==> config.mk <==
export PLATFORM = sky130hd
export DESIGN_NAME = bit_reduce_acc
export DESIGN_NICKNAME = d
export VERILOG_FILES = /design/src/rtl/bit_reduce_pkg.sv /design/src/rtl/bit_reduce_core.sv /design/src/rtl/bit_reduce_acc.sv
export SDC_FILE = /design/constraint.sdc
export NUM_CORES = 1
export LEC_CHECK = 0
export CORE_UTILIZATION = 47
export DETAILED_ROUTE_END_ITERATION = 10
export PLACE_DENSITY = 0.78
export SLEW_MARGIN = 30
export SYNTH_ARGS = -nofsm -noshare
export SYNTH_HDL_FRONTEND = slang
export SYNTH_HIERARCHICAL = 1
export SYNTH_SLANG_ARGS = --single-unit
==> constraint.sdc <==
create_clock -name clk -period 2.95 [get_ports clk]
set_input_delay 0.295 -clock clk [delete_from_list [all_inputs] [get_ports clk]]
set_output_delay 0.295 -clock clk [all_outputs]
set_load 0.02 [all_outputs]
==> src/rtl/bit_reduce_pkg.sv <==
// -----------------------------------------------------------------------------
// bit_reduce_pkg
//   Shared definitions for the bit_reduce_acc frame reducer.
//   - MODE_* : operator encodings carried on the 2-bit mode input.
//   - state_e: FSM state encoding used by the top level.
// -----------------------------------------------------------------------------
package bit_reduce_pkg;

   localparam logic [1:0] MODE_AND  = 2'b00;
   localparam logic [1:0] MODE_OR   = 2'b01;
   localparam logic [1:0] MODE_XOR  = 2'b10;
   localparam logic [1:0] MODE_XNOR = 2'b11;

   typedef enum logic [1:0] {
      ST_IDLE  = 2'd0,
      ST_ACCUM = 2'd1,
      ST_HOLD  = 2'd2
   } state_e;

endpackage

==> src/rtl/bit_reduce_core.sv <==
// -----------------------------------------------------------------------------
// bit_reduce_core
//   Combinational per-beat reduce and accumulate step.
//   Ports:
//     data    in  WIDTH  beat operand
//     mode    in  2      operator (MODE_AND/OR/XOR/XNOR)
//     acc_in  in  1      running accumulator
//     first   in  1      1 = first beat of a frame, load instead of combine
//     acc_out out 1      next accumulator value
// -----------------------------------------------------------------------------
module bit_reduce_core
   import bit_reduce_pkg::*;
#(
   parameter int unsigned WIDTH = 8
) (
   input  logic [WIDTH-1:0] data,
   input  logic [1:0]       mode,
   input  logic             acc_in,
   input  logic             first,
   output logic             acc_out
);

   logic beat_r;

   always_comb begin
      beat_r  = 1'b0;
      acc_out = 1'b0;

      case (mode)
         MODE_AND: beat_r = &data;
         MODE_OR:  beat_r = |data;
         default:  beat_r = ^data;  // XOR and XNOR share the parity reduce
      endcase

      if (first) begin
         acc_out = beat_r;
      end else begin
         case (mode)
            MODE_AND: acc_out = acc_in & beat_r;
            MODE_OR:  acc_out = acc_in | beat_r;
            // XNOR is accumulated as XOR; the inversion happens once at the output
            default:  acc_out = acc_in ^ beat_r;
         endcase
      end
   end

endmodule

==> src/rtl/bit_reduce_acc.sv <==
// -----------------------------------------------------------------------------
// bit_reduce_acc
//   Reduces a frame of WIDTH-bit beats to one bit with a selectable operator,
//   accumulating across beats. valid/ready on input and output.
//   Optional feature macro: BIT_REDUCE_SAT_FLAG_EN (adds out_sat).
//   Ports:
//     clk        in   1      clock, posedge
//     rst        in   1      synchronous active-high reset
//     mode       in   2      operator, sampled on the first beat of a frame
//     in_valid   in   1      input beat valid
//     in_ready   out  1      block can accept a beat
//     in_data    in   WIDTH  beat operand
//     in_last    in   1      final beat of frame
//     out_valid  out  1      result valid
//     out_ready  in   1      consumer accepts result
//     out_y      out  1      reduced frame result
//     out_sat    out  1      (BIT_REDUCE_SAT_FLAG_EN only) beat count saturated
//     out_beats  out  CNT_W  beats in frame, saturating
// -----------------------------------------------------------------------------
module bit_reduce_acc
   import bit_reduce_pkg::*;
#(
   parameter int unsigned WIDTH = 8,
   parameter int unsigned CNT_W = 8
) (
   input  logic             clk,
   input  logic             rst,
   input  logic [1:0]       mode,
   input  logic             in_valid,
   output logic             in_ready,
   input  logic [WIDTH-1:0] in_data,
   input  logic             in_last,
   output logic             out_valid,
   input  logic             out_ready,
   output logic             out_y,
`ifdef BIT_REDUCE_SAT_FLAG_EN
   output logic             out_sat,
`endif
   output logic [CNT_W-1:0] out_beats
);

   localparam logic [CNT_W-1:0] BeatsMax = {CNT_W{1'b1}};
   localparam logic [CNT_W-1:0] BeatsOne = CNT_W'(1);

   state_e           state_q, state_d;
   logic             acc_q, acc_d;
   logic [CNT_W-1:0] beats_q, beats_d;
   logic [1:0]       mode_q, mode_d;

   logic             accept;
   logic             first;
   logic [1:0]       core_mode;
   logic             core_acc;

   // Held low throughout reset so nothing is accepted while the frame is discarded
   assign in_ready  = ~rst & (state_q != ST_HOLD);
   assign accept    = in_valid & in_ready;
   assign first     = (state_q == ST_IDLE);
   // Live mode only on the first beat; the latched copy governs the rest of the frame
   assign core_mode = first ? mode : mode_q;

   bit_reduce_core #(
      .WIDTH (WIDTH)
   ) u_core (
      .data    (in_data),
      .mode    (core_mode),
      .acc_in  (acc_q),
      .first   (first),
      .acc_out (core_acc)
   );

   always_comb begin
      state_d = state_q;
      acc_d   = acc_q;
      beats_d = beats_q;
      mode_d  = mode_q;

      case (state_q)
         ST_IDLE: begin
            if (accept) begin
               mode_d  = mode;
               acc_d   = core_acc;
               beats_d = BeatsOne;
               state_d = in_last ? ST_HOLD : ST_ACCUM;
            end
         end
         ST_ACCUM: begin
            if (accept) begin
               acc_d   = core_acc;
               beats_d = (beats_q == BeatsMax) ? BeatsMax : beats_q + BeatsOne;
               if (in_last) begin
                  state_d = ST_HOLD;
               end
            end
         end
         ST_HOLD: begin
            if (out_ready) begin
               state_d = ST_IDLE;
            end
         end
         default: state_d = ST_IDLE;
      endcase
   end

   always_ff @(posedge clk) begin
      if (rst) begin
         state_q <= ST_IDLE;
         acc_q   <= 1'b0;
         beats_q <= '0;
         mode_q  <= MODE_AND;
      end else begin
         state_q <= state_d;
         acc_q   <= acc_d;
         beats_q <= beats_d;
         mode_q  <= mode_d;
      end
   end

   assign out_valid = (state_q == ST_HOLD);
   assign out_y     = out_valid & ((mode_q == MODE_XNOR) ? ~acc_q : acc_q);
   assign out_beats = beats_q;

`ifdef BIT_REDUCE_SAT_FLAG_EN
   logic sat_q, sat_d;

   // Set when a beat arrives while the counter already sits at its maximum
   always_comb begin
      sat_d = sat_q;
      if (state_q == ST_HOLD && out_ready) begin
         sat_d = 1'b0;
      end else if (accept && state_q == ST_ACCUM && beats_q == BeatsMax) begin
         sat_d = 1'b1;
      end
   end

   always_ff @(posedge clk) begin
      if (rst) begin
         sat_q <= 1'b0;
      end else begin
         sat_q <= sat_d;
      end
   end

   assign out_sat = sat_q & out_valid;
`endif

endmodule
### After elaboration in Yosys (flattened, before gate mapping)

Index checks and enable logic that the tools add are counted.

* register bits after elaboration: 13
* bits of input ports: 15
* logic and storage cells: 49

* add/subtract/negate cells: 1
* equality and inequality tests: 10
* muxes and demuxes: 15
* bitwise logic cells: 8
* reductions and logical operators: 11

Operators by type and width (number)
* 8-bit 2-to-1 mux: 3
* 8-bit case mux with 2 select lines: 1
* 2-bit 2-to-1 mux: 6
* 8-bit by 1-bit adder with 8-bit output (second input constant): 1
* 8-bit equality test (second input constant): 1
* 8-bit AND reduction: 1
* 8-bit OR reduction: 1
* 8-bit parity: 1
* 2-bit != test (second input constant): 3
* 2-bit case mux with 3 select lines: 1
* 1-bit AND: 4
* 2-bit by 1-bit equality test with 1-bit output (second input constant): 2
* 2-bit equality test (second input constant): 2
* 2-bit logical NOT: 2
* 2-bit by 1-bit != test with 1-bit output (second input constant): 2
* 1-bit case mux with 2 select lines: 2
* 2-bit AND reduction: 2
* 4-bit AND reduction: 1
* 3-bit AND reduction: 1
* 1-bit 2-to-1 mux: 2
* 1-bit NOT: 2
* 2-bit nonzero test: 1
* 2-bit OR reduction: 1
* 1-bit OR: 1
* 1-bit bitwise XOR: 1

### Logic depth before layout (Yosys ltp)

* depth after elaboration: 7
* depth in mapped cells: 12
* mapped depth without buffers: 12

### Hierarchy

Netlist, hierarchy kept.

By module, submodules not included
* bit_reduce_acc: instances 1, cells an instance 76, area each 721.9 um2, sequential area each 260.2 um2
* bit_reduce_core: instances 1, cells an instance 33, area each 261.5 um2, sequential area each 0.0 um2

### Worst setup path before layout

Ideal clock, no wire load.

* path kind: reg-to-reg
* start: register state_q[1]
* end: register acc_q
* arrival: 2.188 ns
* required time: 2.822 ns
* setup slack: 0.634 ns
* cell stages (with the launch flop): 13
* buffers on the path: 0
* clock period less this slack: 2.316 ns
* path through: dfxtp_1 > nor2_1 > mux2_2 > nor2b_2 > nand4_1 > a21oi_1 > a21o_1 > ha_1 > a21boi_0 > o32a_1 > o211ai_1 > mux2i_1 > nor2_1

* cells in the longest elaborated chain, start to end: 7
* elaborated cells between the ends (all ways): 16
* those cells by class: eq/ne (3); mux (4); bitwise (5); reduce/logical (4)

RTL lines
* start: declaration: RTL line bit_reduce_acc.sv:45 `state_e state_q, state_d;`
* start signal: assignment: RTL line bit_reduce_acc.sv:112 `state_q <= state_d;`
* 2-bit logical NOT *: RTL line bit_reduce_acc.sv:58 `assign first = (state_q == ST_IDLE);`
* net first: RTL line bit_reduce_acc.sv:51 `logic first;`
* 2-bit 2-to-1 mux *: RTL line bit_reduce_acc.sv:60 `assign core_mode = first ? mode : mode_q;`
* net core_mode[0]: RTL line bit_reduce_acc.sv:52 `logic [1:0] core_mode;`
* 2-bit by 1-bit equality test with 1-bit output or 2-bit logical NOT (tied branches): RTL line bit_reduce_core.sv:29, bit_reduce_core.sv:38
* 1-bit case mux with 2 select lines: RTL line bit_reduce_core.sv:29 `case (mode)`
* 1-bit bitwise XOR, or another cell as far along: RTL line bit_reduce_core.sv:42 `default: acc_out = acc_in ^ beat_r;`
* 1-bit case mux with 2 select lines: RTL line bit_reduce_core.sv:38 `case (mode)`
* 1-bit 2-to-1 mux *: RTL line bit_reduce_core.sv:35 `if (first) begin`
* net core_acc: RTL line bit_reduce_acc.sv:53 `logic core_acc;`
* end signal: assignment: RTL line bit_reduce_acc.sv:108 `acc_q <= 1'b0;`
* end signal: assignment: RTL line bit_reduce_acc.sv:113 `acc_q <= acc_d;`
* end: declaration: RTL line bit_reduce_acc.sv:46 `logic acc_q, acc_d;`

Mark *: on every way through the listed nets, which the timed path passes. The rest lies on a longest branch.
A chain may end at the register's enable or synchronous reset.

### Final worst setup path

Same ends and word-level chain as after synthesis.

==> summary.md <==
| Metric | Value |
|---|---|
| Sequential share of the synthesized area | a little over a quarter |
| Fillers | slightly below 200 |
| Max_slew headroom | between 50% and 60% |
| I/O pin cnt | 26 |
| Initial Utilization | 50.1% |
| Via density | approximately 5.5 |
| Worst setup path startpoint | state_q[1]$_SDFFE_PP0P_ |
| Fmax | around 0.36 GHz |
| TritonCTS clock tree | done |
| Mean post-synth cell area | ~9.0 sq um |
| # hold bufs at CTS | 0 |
| Comb power frac | a little over a quarter |
| Setup ws final | about 210 ps |
| Setup Viol. Count Final | 0 |
| CTS clk-pin slew, worst paths | about 80 ps |
| Register Area | 260 sq um |
| Max Buffers Root-to-Sink | 2 |
| WL final | 1.96 mm |
| RSZ-0062 raised after global routing | no |
| Layout cells sized above 1 | approximately 16% |
| Clock share of power | 27.1% |
| I/O Buffers | 25 |
| Final Cycle Share | approximately 93% |
| R2r endpoint | acc_q$_SDFFE_PP0P_ |
| Max incr delay on CP | approximately 420 ps |
| Worst setup SP type | flop |
| Setup tns final | 0 ps |
| Vias in the first global route | between 700 and 800 |
| Initial DRC count | 13 |
| Largest net degree at the start of global routing | 18 |
| Cells after Synth | ~110 |
| Crit end category | flop |
| Initial antenna violation count | 0 |
| First-pass DRT Iterations | 6 |
| Clock Skews | 4.15 ps |
| Post_cts resized | 0 |
| Per-cell routed wire length | approximately 12 microns |
| Crit path buf inv count | 0 |
| Placed Cells incl. Taps | ~160 |
| Core area | 1960 sq um |
| Detail Route Antenna Nets | 0 |
| Worst-path cell chain | nor2_1 -> mux2_2 -> nor2b_2 -> nand4_1 -> a21oi_1 -> a21o_1 -> ha_1 -> a21boi_0 -> o32a_1 -> o211ai_1 -> mux2i_1 -> nor2_1 |
| Switching Fraction | roughly 30% |
| Hold depth | 2 |
| PD cells | about 330 nW/um^2 |
| HPWL after DPL | approximately 1.6 mm |
| Yosys warnings | 6 |
| Internal | 0.294 mW |
| Hold Path End | mode_q[1]$_SDFFE_PP0P_ |
| Root Driver | clkbuf_4 |
| RePlAce Congestion | roughly 0.78 |
| First-pass GRT wire length | approximately 3 mm |
| Row Count | 16 |
| WP data arrival | about 2900 ps |
| Yosys reg bits | 13 |
| R2R setup slack | between 200 and 250 ps |
| # clock sinks | 13 |
| Syn nets | about 130 |
| Hold Startpoint | mode_q[1]$_SDFFE_PP0P_ |
| Final nets | between 150 and 200 |
| Worst R2R Start | state_q[1]$_SDFFE_PP0P_ |
| Cell variety after synth | just over 40 |
| Crit-path slowest cell | mux2_2 |
| Share of flip-flops with an asynchronous set or reset after synthesis | 0% |
| Worst Tran Pin Value | about 650 ps |
| Status | finished, final reports clean |
| Setup CP Type | reg -> reg |
| Sequential Power Share | between 40% and 50% |
| DRC Markers | 0 |
| CP Max Fanout | 6 |
| Synth Flop Type | dfxtp_1 |
| Clock buffer count from CTS | 3 |
| H-tree depth | 1 |
| NetSw | 0.122 mW |
| Final Non-Filler Cells | approximately 160 |
| DR vias | 892 |
| Total grt overflow | 0 |
| Worst hold path class | reg -> reg |
| Min cycle time layout | 2740 ps |
| Synthesized area | between 900 and 1000 sq um |
| Die width | 47.7 microns |
| EDFF count, synth | 0 |
| Final Max Slew Viols | 0 |
| Area delta synth->final | 29.5% |
| Most common cell on crit path | nor2_1 |
| Power, Total | ~0.42 mW |
| GR Util All Layers | 19.0% |
| Lkg Pwr | between 0.5 and 0.6 nW |
| Area of the multi-input gates | approximately 650 sq um |
| Chip Height | 47.7 microns |
| Worst EP required | 3100 ps |
| Final core utilization | roughly 65% |
| Setup WS pre-CTS | roughly 240 ps |
| Antenna diodes | 0 |
| Family with the most delay on the worst path | compound AO/OA/AOI/OAI gates |
| Die area | 2280 sq um |
| FF-to-FF path depth | 12 |
| Later-pin clock latency in the skew report | approximately 280 ps |
| # Max-Cap Violations | 0 |
| Worst VDD drop | roughly 0.23 mV |
| Fin. Hold Viols | 0 |
| Post-CTS Setup Bufs | 0 |
==> layout make-up <==
class / instances / share of cell area (%)
inverter: 13 / 3.83
multi-input combinational: 80 / 51.4
timing repair buffer: 25 / 19.6
tap: 27 / 2.65
clock buffer: 4 / 2.06
sequential: 13 / 20.4
==> Yosys cell counts (2+ instances only) <==
| cell type | n | share of area [%] |
|---|---|---|
| and3_1 | 2 | 1.3 |
| nor2_1 | 9 | 3.4 |
| nor3_1 | 2 | 1.0 |
| nor3b_2 | 2 | 2.5 |
| xor2_1 | 2 | 1.8 |
| and3_2 | 3 | 2.3 |
| nand4_1 | 3 | 1.9 |
| a21oi_1 | 3 | 1.5 |
| a211oi_2 | 2 | 2.5 |
| inv_1 | 13 | 5.0 |
| mux2i_1 | 4 | 4.1 |
| and4_1 | 2 | 1.8 |
| a31oi_1 | 4 | 2.5 |
| xnor2_1 | 2 | 1.8 |
| nand2_1 | 4 | 1.5 |
| mux2_2 | 3 | 3.4 |
| nand3_1 | 3 | 1.5 |
| dfxtp_1 | 13 | 26 |
| ha_1 | 10 | 13 |
| a21boi_0 | 2 | 1.5 |
==> routing by layer <==
layer	share of wire, %	global-route usage (%)	wire [microns]	up-vias
li1	-	-	-	456
met1	42	20.7	826	408
met2	52	33.2	1010	22
met3	3.0	3.40	59	6
met4	3.0	12.8	58	0
met5	0	0	0	-
==> flip-flops by register name, indices dropped and copies added, names as in the netlist <==
signal / flops
acc_q: 1
mode_q: 2
state_q: 2
out_beats: 8
==> worst min-delay path: stages, from the launching register on <==
cell and delay [ps]:
dfxtp_1 350, mux2i_1 70, nor2_1 80
==> cell families (layout without fill, tap and decap cells) <==
| kind of cell | count (synthesis) | after routing | synth area share [%] |
|---|---|---|---|
| AND/OR/NAND/NOR | 38 | 38 | 25.1 |
| multiplexers | 7 | 7 | 7.51 |
| flip-flops | 13 | 13 | 26.5 |
| AO/OA/AOI/OAI | 21 | 21 | 17.7 |
| buffers and inverters | 16 | 42 | 7.00 |
| XOR/XNOR | 4 | 4 | 3.56 |
| adder cells (fa/ha/maj) | 10 | 10 | 12.7 |
==> cells in the final DEF (no fill, tap or decap), types with 2 or more instances in the layout <==
| cell | Yosys | final |
|---|---|---|
| and3_1 | 2 | 2 |
| a21oi_1 | 3 | 3 |
| nor3_1 | 2 | 2 |
| xnor2_1 | 2 | 2 |
| and3_2 | 3 | 3 |
| xor2_1 | 2 | 2 |
| nand4_1 | 3 | 3 |
| clkdlybuf4s50_1 | 0 | 25 |
| clkbuf_4 | 0 | 3 |
| nand3_1 | 3 | 3 |
| ha_1 | 10 | 10 |
| nor3b_2 | 2 | 2 |
| dfxtp_1 | 13 | 13 |
| mux2_2 | 3 | 3 |
| a211oi_2 | 2 | 2 |
| mux2i_1 | 4 | 4 |
| a21boi_0 | 2 | 2 |
| inv_1 | 13 | 13 |
| nand2_1 | 4 | 4 |
| a31oi_1 | 4 | 4 |
| nor2_1 | 9 | 9 |
| and4_1 | 2 | 2 |
==> power groups by stage <==
stage	Clock (mW)	Sequential (mW)	Combinational [mW]
after floorplan	0	0.193	0.0735
after global placement	0	0.193	0.109
after detailed placement	0	0.193	0.114
after CTS	0.115	0.189	0.114
after global routing	0.124	0.190	0.124
final	0.113	0.189	0.114
==> through the flow <==
stage / area, sq um / hold slack (ps)
after floorplan: 983 / 409
after global placement: 1250 / 497
after detailed placement: 1250 / 511
after CTS: 1270 / 529
after global routing: 1270 / 583
final: 1270 / 528
==> worst max path at each step <==
stage                               endpoint  slack, ps  cells after the start
final                     acc_q$_SDFFE_PP0P_        210                     12
after global routing      acc_q$_SDFFE_PP0P_        100                     12
after CTS                 acc_q$_SDFFE_PP0P_        250                     12
after detailed placement  acc_q$_SDFFE_PP0P_        240                     12
after global placement    acc_q$_SDFFE_PP0P_        360                     12
after floorplan           acc_q$_SDFFE_PP0P_        630                     12
Note: power is estimated with default switching activity, not from simulation.
